[src/rtl/iir_mac_sequencer_if.sv]
// Sample, result and coefficient-configuration signals of the IIR MAC sequencer.
// slave is the sequencer side and master is the source/sink side.
interface iir_mac_sequencer_if #(
    parameter int NBinput  = 32,
    parameter int NBoutput = 64,
    parameter int NBcoef   = 16,
    parameter int NTAPS    = 4
);
    localparam int AW = (NTAPS > 1) ? $clog2(NTAPS) : 1;

    logic                       in_valid;
    logic                       in_ready;
    logic signed [NBinput-1:0]  X;
    logic                       out_valid;
    logic                       out_ready;
    logic signed [NBoutput-1:0] Y;
    logic                       coef_we;
    logic [AW-1:0]              coef_addr;
    logic signed [NBcoef-1:0]   coef_wdata;
    logic                       hist_clr;
    logic                       cfg_err;
    logic                       busy;

    modport slave (
        input  in_valid, X, out_ready, coef_we, coef_addr, coef_wdata, hist_clr,
        output in_ready, out_valid, Y, cfg_err, busy
    );

    modport master (
        output in_valid, X, out_ready, coef_we, coef_addr, coef_wdata, hist_clr,
        input  in_ready, out_valid, Y, cfg_err, busy
    );
endinterface

[src/rtl/iir_mac_sequencer.sv]
// Time-multiplexed IIR section: one shared multiply-accumulate stepped over the
// feedforward taps, then two shifted feedback terms, then a held output.
module iir_mac_sequencer #(
    parameter int NBinput           = 32,
    parameter int NBoutput          = 64,
    parameter int NBcoef            = 16,
    parameter int NTAPS             = 4,
    parameter int B_RESET [NTAPS]   = '{1, -1, 1, 1},
    parameter int SH1               = 2,
    parameter int SH2               = 4
) (
    input  logic                clk,
    input  logic                rst,
    iir_mac_sequencer_if.slave  bus
);
    localparam int AW = (NTAPS > 1) ? $clog2(NTAPS) : 1;
    localparam logic [AW:0] NTAPS_W = (AW + 1)'(NTAPS);
    localparam logic [AW-1:0] LAST_IDX = AW'(NTAPS - 1);

    localparam logic [2:0] S_IDLE = 3'd0;
    localparam logic [2:0] S_MAC  = 3'd1;
    localparam logic [2:0] S_FB1  = 3'd2;
    localparam logic [2:0] S_FB2  = 3'd3;
    localparam logic [2:0] S_OUT  = 3'd4;

    logic [2:0]                  state_reg, state_next;
    logic [AW-1:0]               idx_reg, idx_next;
    logic signed [NBoutput-1:0]  acc_reg, acc_next;
    logic signed [NBcoef-1:0]    coef_reg [NTAPS];
    logic signed [NBinput-1:0]   x_hist_reg [NTAPS];
    logic signed [NBoutput-1:0]  y_hist_reg [2];

    logic is_idle, accept, addr_ok, coef_wr, clr, out_fire;
    logic signed [NBcoef-1:0]    coef_sel;
    logic signed [NBinput-1:0]   x_sel;
    logic signed [NBoutput-1:0]  coef_ext, x_ext, mac_prod;

    assign is_idle  = (state_reg == S_IDLE);
    assign accept   = is_idle && bus.in_valid;
    assign addr_ok  = ({1'b0, bus.coef_addr} < NTAPS_W);
    assign coef_wr  = is_idle && bus.coef_we && addr_ok;
    assign clr      = is_idle && bus.hist_clr;
    assign out_fire = (state_reg == S_OUT) && bus.out_ready;

    assign bus.in_ready  = is_idle;
    assign bus.out_valid = (state_reg == S_OUT);
    assign bus.Y         = acc_reg;
    assign bus.busy      = !is_idle;
    assign bus.cfg_err   = (!is_idle && (bus.coef_we || bus.hist_clr)) ||
                           (bus.coef_we && !addr_ok);

    // Both operands widened to the accumulator width so the product wraps mod 2^NBoutput.
    assign coef_sel = coef_reg[idx_reg];
    assign x_sel    = x_hist_reg[idx_reg];
    assign coef_ext = {{(NBoutput - NBcoef){coef_sel[NBcoef-1]}}, coef_sel};
    assign x_ext    = {{(NBoutput - NBinput){x_sel[NBinput-1]}}, x_sel};
    assign mac_prod = coef_ext * x_ext;

    always_comb begin
        state_next = state_reg;
        idx_next   = idx_reg;
        acc_next   = acc_reg;
        case (state_reg)
            S_IDLE: begin
                if (accept) begin
                    acc_next   = '0;
                    idx_next   = '0;
                    state_next = S_MAC;
                end
            end
            S_MAC: begin
                acc_next = acc_reg + mac_prod;
                idx_next = idx_reg + 1'b1;
                if (idx_reg == LAST_IDX) begin
                    state_next = S_FB1;
                end
            end
            S_FB1: begin
                acc_next   = acc_reg + (y_hist_reg[0] >>> SH1);
                state_next = S_FB2;
            end
            S_FB2: begin
                acc_next   = acc_reg + (y_hist_reg[1] >>> SH2);
                state_next = S_OUT;
            end
            S_OUT: begin
                if (bus.out_ready) begin
                    state_next = S_IDLE;
                end
            end
            default: state_next = S_IDLE;
        endcase
    end

    always_ff @(posedge clk) begin
        if (rst) begin
            state_reg <= S_IDLE;
            idx_reg   <= '0;
            acc_reg   <= '0;
        end else begin
            state_reg <= state_next;
            idx_reg   <= idx_next;
            acc_reg   <= acc_next;
        end
    end

    // A clear and an accept in the same cycle leave only the new sample in the history.
    for (genvar gi = 0; gi < NTAPS; gi++) begin : g_taps
        always_ff @(posedge clk) begin
            if (rst) begin
                coef_reg[gi] <= NBcoef'(B_RESET[gi]);
            end else if (coef_wr && (bus.coef_addr == AW'(gi))) begin
                coef_reg[gi] <= bus.coef_wdata;
            end
        end

        if (gi == 0) begin : g_head
            always_ff @(posedge clk) begin
                if (rst) begin
                    x_hist_reg[gi] <= '0;
                end else if (accept) begin
                    x_hist_reg[gi] <= bus.X;
                end else if (clr) begin
                    x_hist_reg[gi] <= '0;
                end
            end
        end else begin : g_tail
            always_ff @(posedge clk) begin
                if (rst || clr) begin
                    x_hist_reg[gi] <= '0;
                end else if (accept) begin
                    x_hist_reg[gi] <= x_hist_reg[gi-1];
                end
            end
        end
    end

    always_ff @(posedge clk) begin
        if (rst || clr) begin
            y_hist_reg[0] <= '0;
            y_hist_reg[1] <= '0;
        end else if (out_fire) begin
            y_hist_reg[1] <= y_hist_reg[0];
            y_hist_reg[0] <= acc_reg;
        end
    end
endmodule
[src/flat_wrapper.sv]
// flat-port wrapper written by rule: the top's interface ports become plain ports
module iir_mac_sequencer_flat 
#(
    parameter int NBinput           = 32,
    parameter int NBoutput          = 64,
    parameter int NBcoef            = 16,
    parameter int NTAPS             = 4,
    parameter int B_RESET [NTAPS]   = '{1, -1, 1, 1},
    parameter int SH1               = 2,
    parameter int SH2               = 4
)
  (clk, rst, bus_in_valid, bus_X, bus_out_ready, bus_coef_we, bus_coef_addr, bus_coef_wdata, bus_hist_clr, bus_in_ready, bus_out_valid, bus_Y, bus_cfg_err, bus_busy);
  iir_mac_sequencer_if #(.NBinput(NBinput), .NBoutput(NBoutput), .NBcoef(NBcoef), .NTAPS(NTAPS)) bus_i ();
  input  logic clk;
  input  logic rst;
  input wire logic [$bits(bus_i.in_valid)-1:0] bus_in_valid;
  input wire logic [$bits(bus_i.X)-1:0] bus_X;
  input wire logic [$bits(bus_i.out_ready)-1:0] bus_out_ready;
  input wire logic [$bits(bus_i.coef_we)-1:0] bus_coef_we;
  input wire logic [$bits(bus_i.coef_addr)-1:0] bus_coef_addr;
  input wire logic [$bits(bus_i.coef_wdata)-1:0] bus_coef_wdata;
  input wire logic [$bits(bus_i.hist_clr)-1:0] bus_hist_clr;
  output wire logic [$bits(bus_i.in_ready)-1:0] bus_in_ready;
  output wire logic [$bits(bus_i.out_valid)-1:0] bus_out_valid;
  output wire logic [$bits(bus_i.Y)-1:0] bus_Y;
  output wire logic [$bits(bus_i.cfg_err)-1:0] bus_cfg_err;
  output wire logic [$bits(bus_i.busy)-1:0] bus_busy;
  assign bus_i.in_valid = bus_in_valid;
  assign bus_i.X = bus_X;
  assign bus_i.out_ready = bus_out_ready;
  assign bus_i.coef_we = bus_coef_we;
  assign bus_i.coef_addr = bus_coef_addr;
  assign bus_i.coef_wdata = bus_coef_wdata;
  assign bus_i.hist_clr = bus_hist_clr;
  assign bus_in_ready = bus_i.in_ready;
  assign bus_out_valid = bus_i.out_valid;
  assign bus_Y = bus_i.Y;
  assign bus_cfg_err = bus_i.cfg_err;
  assign bus_busy = bus_i.busy;
  iir_mac_sequencer #(.NBinput(NBinput), .NBoutput(NBoutput), .NBcoef(NBcoef), .NTAPS(NTAPS), .B_RESET(B_RESET), .SH1(SH1), .SH2(SH2)) u_core (.clk(clk), .rst(rst), .bus(bus_i));
endmodule
[config.mk]
export PLATFORM = sky130hd
export DESIGN_NAME = iir_mac_sequencer_flat
export DESIGN_NICKNAME = d
export VERILOG_FILES = /design/src/rtl/iir_mac_sequencer_if.sv /design/src/rtl/iir_mac_sequencer.sv /design/src/flat_wrapper.sv
export SDC_FILE = /design/constraint.sdc
export NUM_CORES = 2
export LEC_CHECK = 0
export CAP_MARGIN = 30
export CORE_MARGIN = 5
export CORE_UTILIZATION = 32
export DETAILED_ROUTE_END_ITERATION = 16
export SLEW_MARGIN = 20
export SYNTH_ARGS = -nofsm -noshare
export SYNTH_HDL_FRONTEND = slang
export SYNTH_SLANG_ARGS = --single-unit
[constraint.sdc]
create_clock -name clk -period 10.15 [get_ports clk]
set_input_delay 1.015 -clock clk [delete_from_list [all_inputs] [get_ports clk]]
set_output_delay 1.015 -clock clk [all_outputs]
set_load 0.02 [all_outputs]
Word-level counts from Yosys, hierarchy flattened
Memory sizes are Yosys's and may differ from the RTL's. A register that Yosys moved wholly into a read port is not among the register bits.
Index checks and enable logic that the tools add are counted.
{ "classes": {"n_reduce_logical": 19, "bitwise": 11, "multipliers": 1, "addsub": 4, "mux": 51, "n_eq_ne": 11} }
{ "ops": {"columns": ["cell", "n"], "rows": [
  ["case mux 64 bit (4 select lines)", 1],
  ["2-to-1 mux 64 bit", 3],
  ["2-to-1 mux 32 bit", 5],
  ["adder 64 x 60 -> 64 bit", 1],
  ["adder 64 x 62 -> 64 bit", 1],
  ["adder 64 bit", 1],
  ["2-to-1 mux 16 bit", 4],
  ["multiplier 16 x 32 -> 48 bit", 1],
  ["2-to-1 mux 1 bit", 28],
  ["case mux 3 bit (5 select lines)", 1],
  ["OR 1 bit", 11],
  ["2-to-1 mux 2 bit", 5],
  ["logical AND 1 bit", 9],
  ["2-to-1 mux 3 bit", 3],
  ["== test 2 bit (second input constant)", 3],
  ["== test 3 x 2 -> 1 bit (second input constant)", 2],
  ["!= test 2 bit (second input constant)", 2],
  ["case mux 2 bit (2 select lines)", 1],
  ["AND reduction 2 bit", 2],
  ["nonzero test 4 bit", 1],
  ["== test 3 x 1 -> 1 bit (second input constant)", 1],
  ["== test 3 bit (second input constant)", 1],
  ["logical NOT 3 bit", 1],
  ["AND reduction 3 bit", 1],
  ["7 further kinds", 8]
]} }
{ "word_totals": {"output_inout_bits": 68, "wordCells": 103, "n_memories": 3, "ramBits": 320, "inputBits": 56, "regBits": 69} }
{ "mem_list": {"columns": ["name", "words", "width", "read_ports", "rd_clocked_by_memory_dff", "write_ports", "line", "source"], "rows": [
  ["u_core.x_hist_reg", 4, 32, 4, 1, 4, "iir_mac_sequencer.sv:30", "logic signed [NBinput-1:0] x_hist_reg [NTAPS];"],
  ["u_core.y_hist_reg", 2, 64, 2, 0, 2, "iir_mac_sequencer.sv:31", "logic signed [NBoutput-1:0] y_hist_reg [2];"],
  ["u_core.coef_reg", 4, 16, 1, 1, 4, "iir_mac_sequencer.sv:29", "logic signed [NBcoef-1:0] coef_reg [NTAPS];"]
]} }

Longest topological paths before layout
{ "depth": {"ltp_word": 7, "depth_mapped": 44, "depth_no_buf": 40} }

Worst setup path before layout
No wires, ideal clock.
{ "synth_path": {"path_type": "register to register", "from": "reg (tool-made name)", "to": "reg u_core.acc_reg[59], in the netlist u_core.bus.Y[59]", "n_path_buf": 5, "required_time_ns": 10.029, "setup_slack_ns": 0.035, "path_stages_with_launch": 40, "period_less_slack_ns": 10.115, "arrival_time_ns": 9.994, "setup_time_ns": 0.121, "path_cell_list": "dfxtp_1 -> clkbuf_1 -> buf_1 -> buf_1 -> mux4_2 -> clkbuf_1 -> clkbuf_1 -> nand2_1 -> fa_1 -> fa_1 -> fa_1 -> inv_1 -> fa_1 -> fa_1 -> inv_1 -> fa_1 -> inv_1 -> ha_1 -> [4 not listed] -> o221a_2 -> o21ba_4 -> a211o_2 -> xor2_1 -> nor2_1 -> a21oi_1 -> ha_1 -> a21o_1 -> a21o_1 -> a21o_1 -> a2111oi_0 -> nor2_1 -> or4_1 -> o21ai_2 -> o21bai_1 -> a221oi_1 -> or4b_1 -> nand3_1"} }
{ "synth_lines": {"columns": ["element", "line", "source"], "rows": [
  ["end signal, assigned", "iir_mac_sequencer.sv:103", "acc_reg <= acc_next;"],
  ["end, declared", "iir_mac_sequencer.sv:28", "logic signed [NBoutput-1:0] acc_reg, acc_next;"]
]} }

==> flow_summary.toml <==
[outcome]
status = "complete, no violations"

[timing]
hold_viol = 0
finalCritPeriodShare = 0.970
setup_viol = 0
skew_ps = 20.7
fmax_mhz = 102
max_slew_margin = 0.394
maxSlewViolCount = 0
worst_slew_pin_slew_ps = 910
min_period_ps = 9850

[synthesis]
seq_area_frac_synth = 0.286
netlist_top_cells_area = "fa_1, edfxtp_1, and2_1"
synth_edf_count = 314
synth_fp_nets = 4573
synth_cell_type_count = 85
ys_warn_count = 0
ys_async_sr_fraction = 0
ys_top_cells_by_count = "inv_1, fa_1, nand2_1"
ys.flop_type = "edfxtp_1"
syn_area_um2 = 37900
ys_ff_latch = 385
yosysMostFrequentCell = "inv_1"
synth_top_area_cell = "fa_1"
synth.avg_cell_area_um2 = 9.86
syn_inst = 3846
synth_top_area_share = 0.257

[setup_path]
ff2ff_path_depth = 38
slowest_stage = "mux4_2"
crit_top_cell = "fa_1"
path_buf_inv = 8
critical_path_arrival_ps = 10380
slowest_delay_ps = 610
setup.worst_path.end_class = "register"
reg2reg_to = "u_core.bus.Y[63]"
r2r_slack_ps = 300
critPathTopFamily = "adder cells"
path_max_fanout = 23
crit_type = "register to register"
required_ps = 10680
startpoint_type = "register"

[detailed_routing]
via_count = 27600
drtIter0Drc = 1951
drtAntennaViolNets = 0
drc_errors = 0
wl_per_cell_um = 18.4
via_per_inst = 4.89
drtPass1Iterations = 5
wl_um = 104000

[placed_design]
dpl.hpwl_um = 80300
numPortBuffers = 123
placed_area_um2 = 42000
place_congestion = 0.910

[final_layout]
largest_reg_flops = 128
design_area_um2 = 44500
area_growth_pct = 17.2
diodes = 0
drive_gt1_frac = 0.109
fin_nets = 4800

[hold_path]
hold-path-cell-count = 2
hold_end = "u_core.bus.Y[60]"
hold_start = "u_core.bus.Y[60]"
hp-class = "register to register"

[clock_network]
clockRootBuffer = "clkbuf_16"
clock_latency_ps = 610
cts_max_level = 2
cts_num_sinks = 385
cts_hold_buf = 0
cts_buffers = 46
cts_tree = "done"
cts_buffer_depth = 3
cts.reportedPaths.clkPinSlew_ps = 60

[grt]
grt_overflow = 0
grt_pass1_vias = 28800
grt_use_total = 0.164
grt_pass1_wl_um = 164000
grt_start_max_net_pins = 108
antenna_found_initial = 0

[die]
initial_utilization = 0.322
dieArea_um2 = 126000
rows = 126
ioPinCount = 124
die_x_um = 354
dieHeight_um = 354
core_um2 = 118000

[job]
drv_cap = 0
[cell families after synthesis]
| family | synth area share |
|---|---|
| simple gates | 0.161 |
| buf+inv | 0.0780 |
| fa+ha+maj | 0.318 |
| compound gates | 0.0923 |
| flops | 0.286 |
| mux | 0.0432 |
| xor+xnor | 0.0219 |
[layout make-up]
class,count,area (um2)
multi-input cells,2685,24500
well taps,1536,1920
inverters,600,2250
flip-flops and latches,385,10900
fillers,11700,73500
clock inverters,31,413
repair buffers,355,3280
clock buffers,55,1240
[cell usage in the layout (no fill, tap or decap), drive strengths merged, types with 19 or more instances in the layout]
| cell | n |
|---|---|
| a21o | 68 |
| a21oi | 156 |
| a22oi | 34 |
| a31oi | 19 |
| and2 | 381 |
| buf | 232 |
| clkbuf | 56 |
| clkdlybuf4s50 | 122 |
| clkinv | 20 |
| dfxtp | 71 |
| edfxtp | 314 |
| fa | 487 |
| ha | 184 |
| inv | 601 |
| mux2 | 27 |
| mux2i | 75 |
| mux4 | 28 |
| nand2 | 417 |
| nand2b | 35 |
| nand3 | 30 |
| nor2 | 249 |
| nor2b | 34 |
| nor3 | 26 |
| o21a | 33 |
| o21ai | 127 |
| o21bai | 19 |
| xnor2 | 60 |
| xor2 | 35 |
[routing by layer]
layer,vias up,part of all wire,wire (um),global-route usage
li1,12900,-,-,-
met3,132,0.065,6720,0.0267
met1,13800,0.45,46900,0.232
met4,0,0.024,2520,0.0374
met5,-,0,0,0
met2,810,0.46,47800,0.265
[worst max path at each step]
stage / start / endpoint / slack [ps] / cells after the start
final: register / u_core.bus.Y[63] / 300 / 38
after CTS: register / u_core.bus.Y[59] / 6 / 36
after floorplan: register / u_core.bus.Y[59] / 30 / 39
after global routing: register / u_core.bus.Y[51] / -6 / 45
after global placement: register / u_core.bus.Y[59] / -70 / 36
after detailed placement: register / u_core.bus.Y[59] / -170 / 36
[through the flow]
stage / hold slack, ps / worst slack [ps] / instances / setup TNS (ps) / utilization
final: 498 / 303 / 5647 / 0 / 0.377
after global routing: 536 / -5.59 / 5647 / -5.59 / 0.377
after CTS: 506 / 6.32 / 5603 / 0 / 0.370
after detailed placement: 490 / -172 / 5510 / -187 / 0.356
after global placement: 493 / -73.1 / 5506 / -73.1 / 0.355
after floorplan: 485 / 34.9 / 3846 / 0 / -
[timing repair]
action | 4_1_cts | 5_1_grt
endpoints found under the hold margin | 0 | 0
pin swaps | 3 | 30
gates resized for setup | 4 | 64
cloned | 0 | 3
setup endpoints to repair | 2 | 24
buffers inserted | 7 | 39
[worst min-delay path, cell delays in order (launching register included)]
cell and delay (ps):
dfxtp_1 330, nand2_1 60, o31ai_1 60
Power is not shown: default switching activity piles up to over one toggle a cycle in this logic, so the estimate is an artifact.
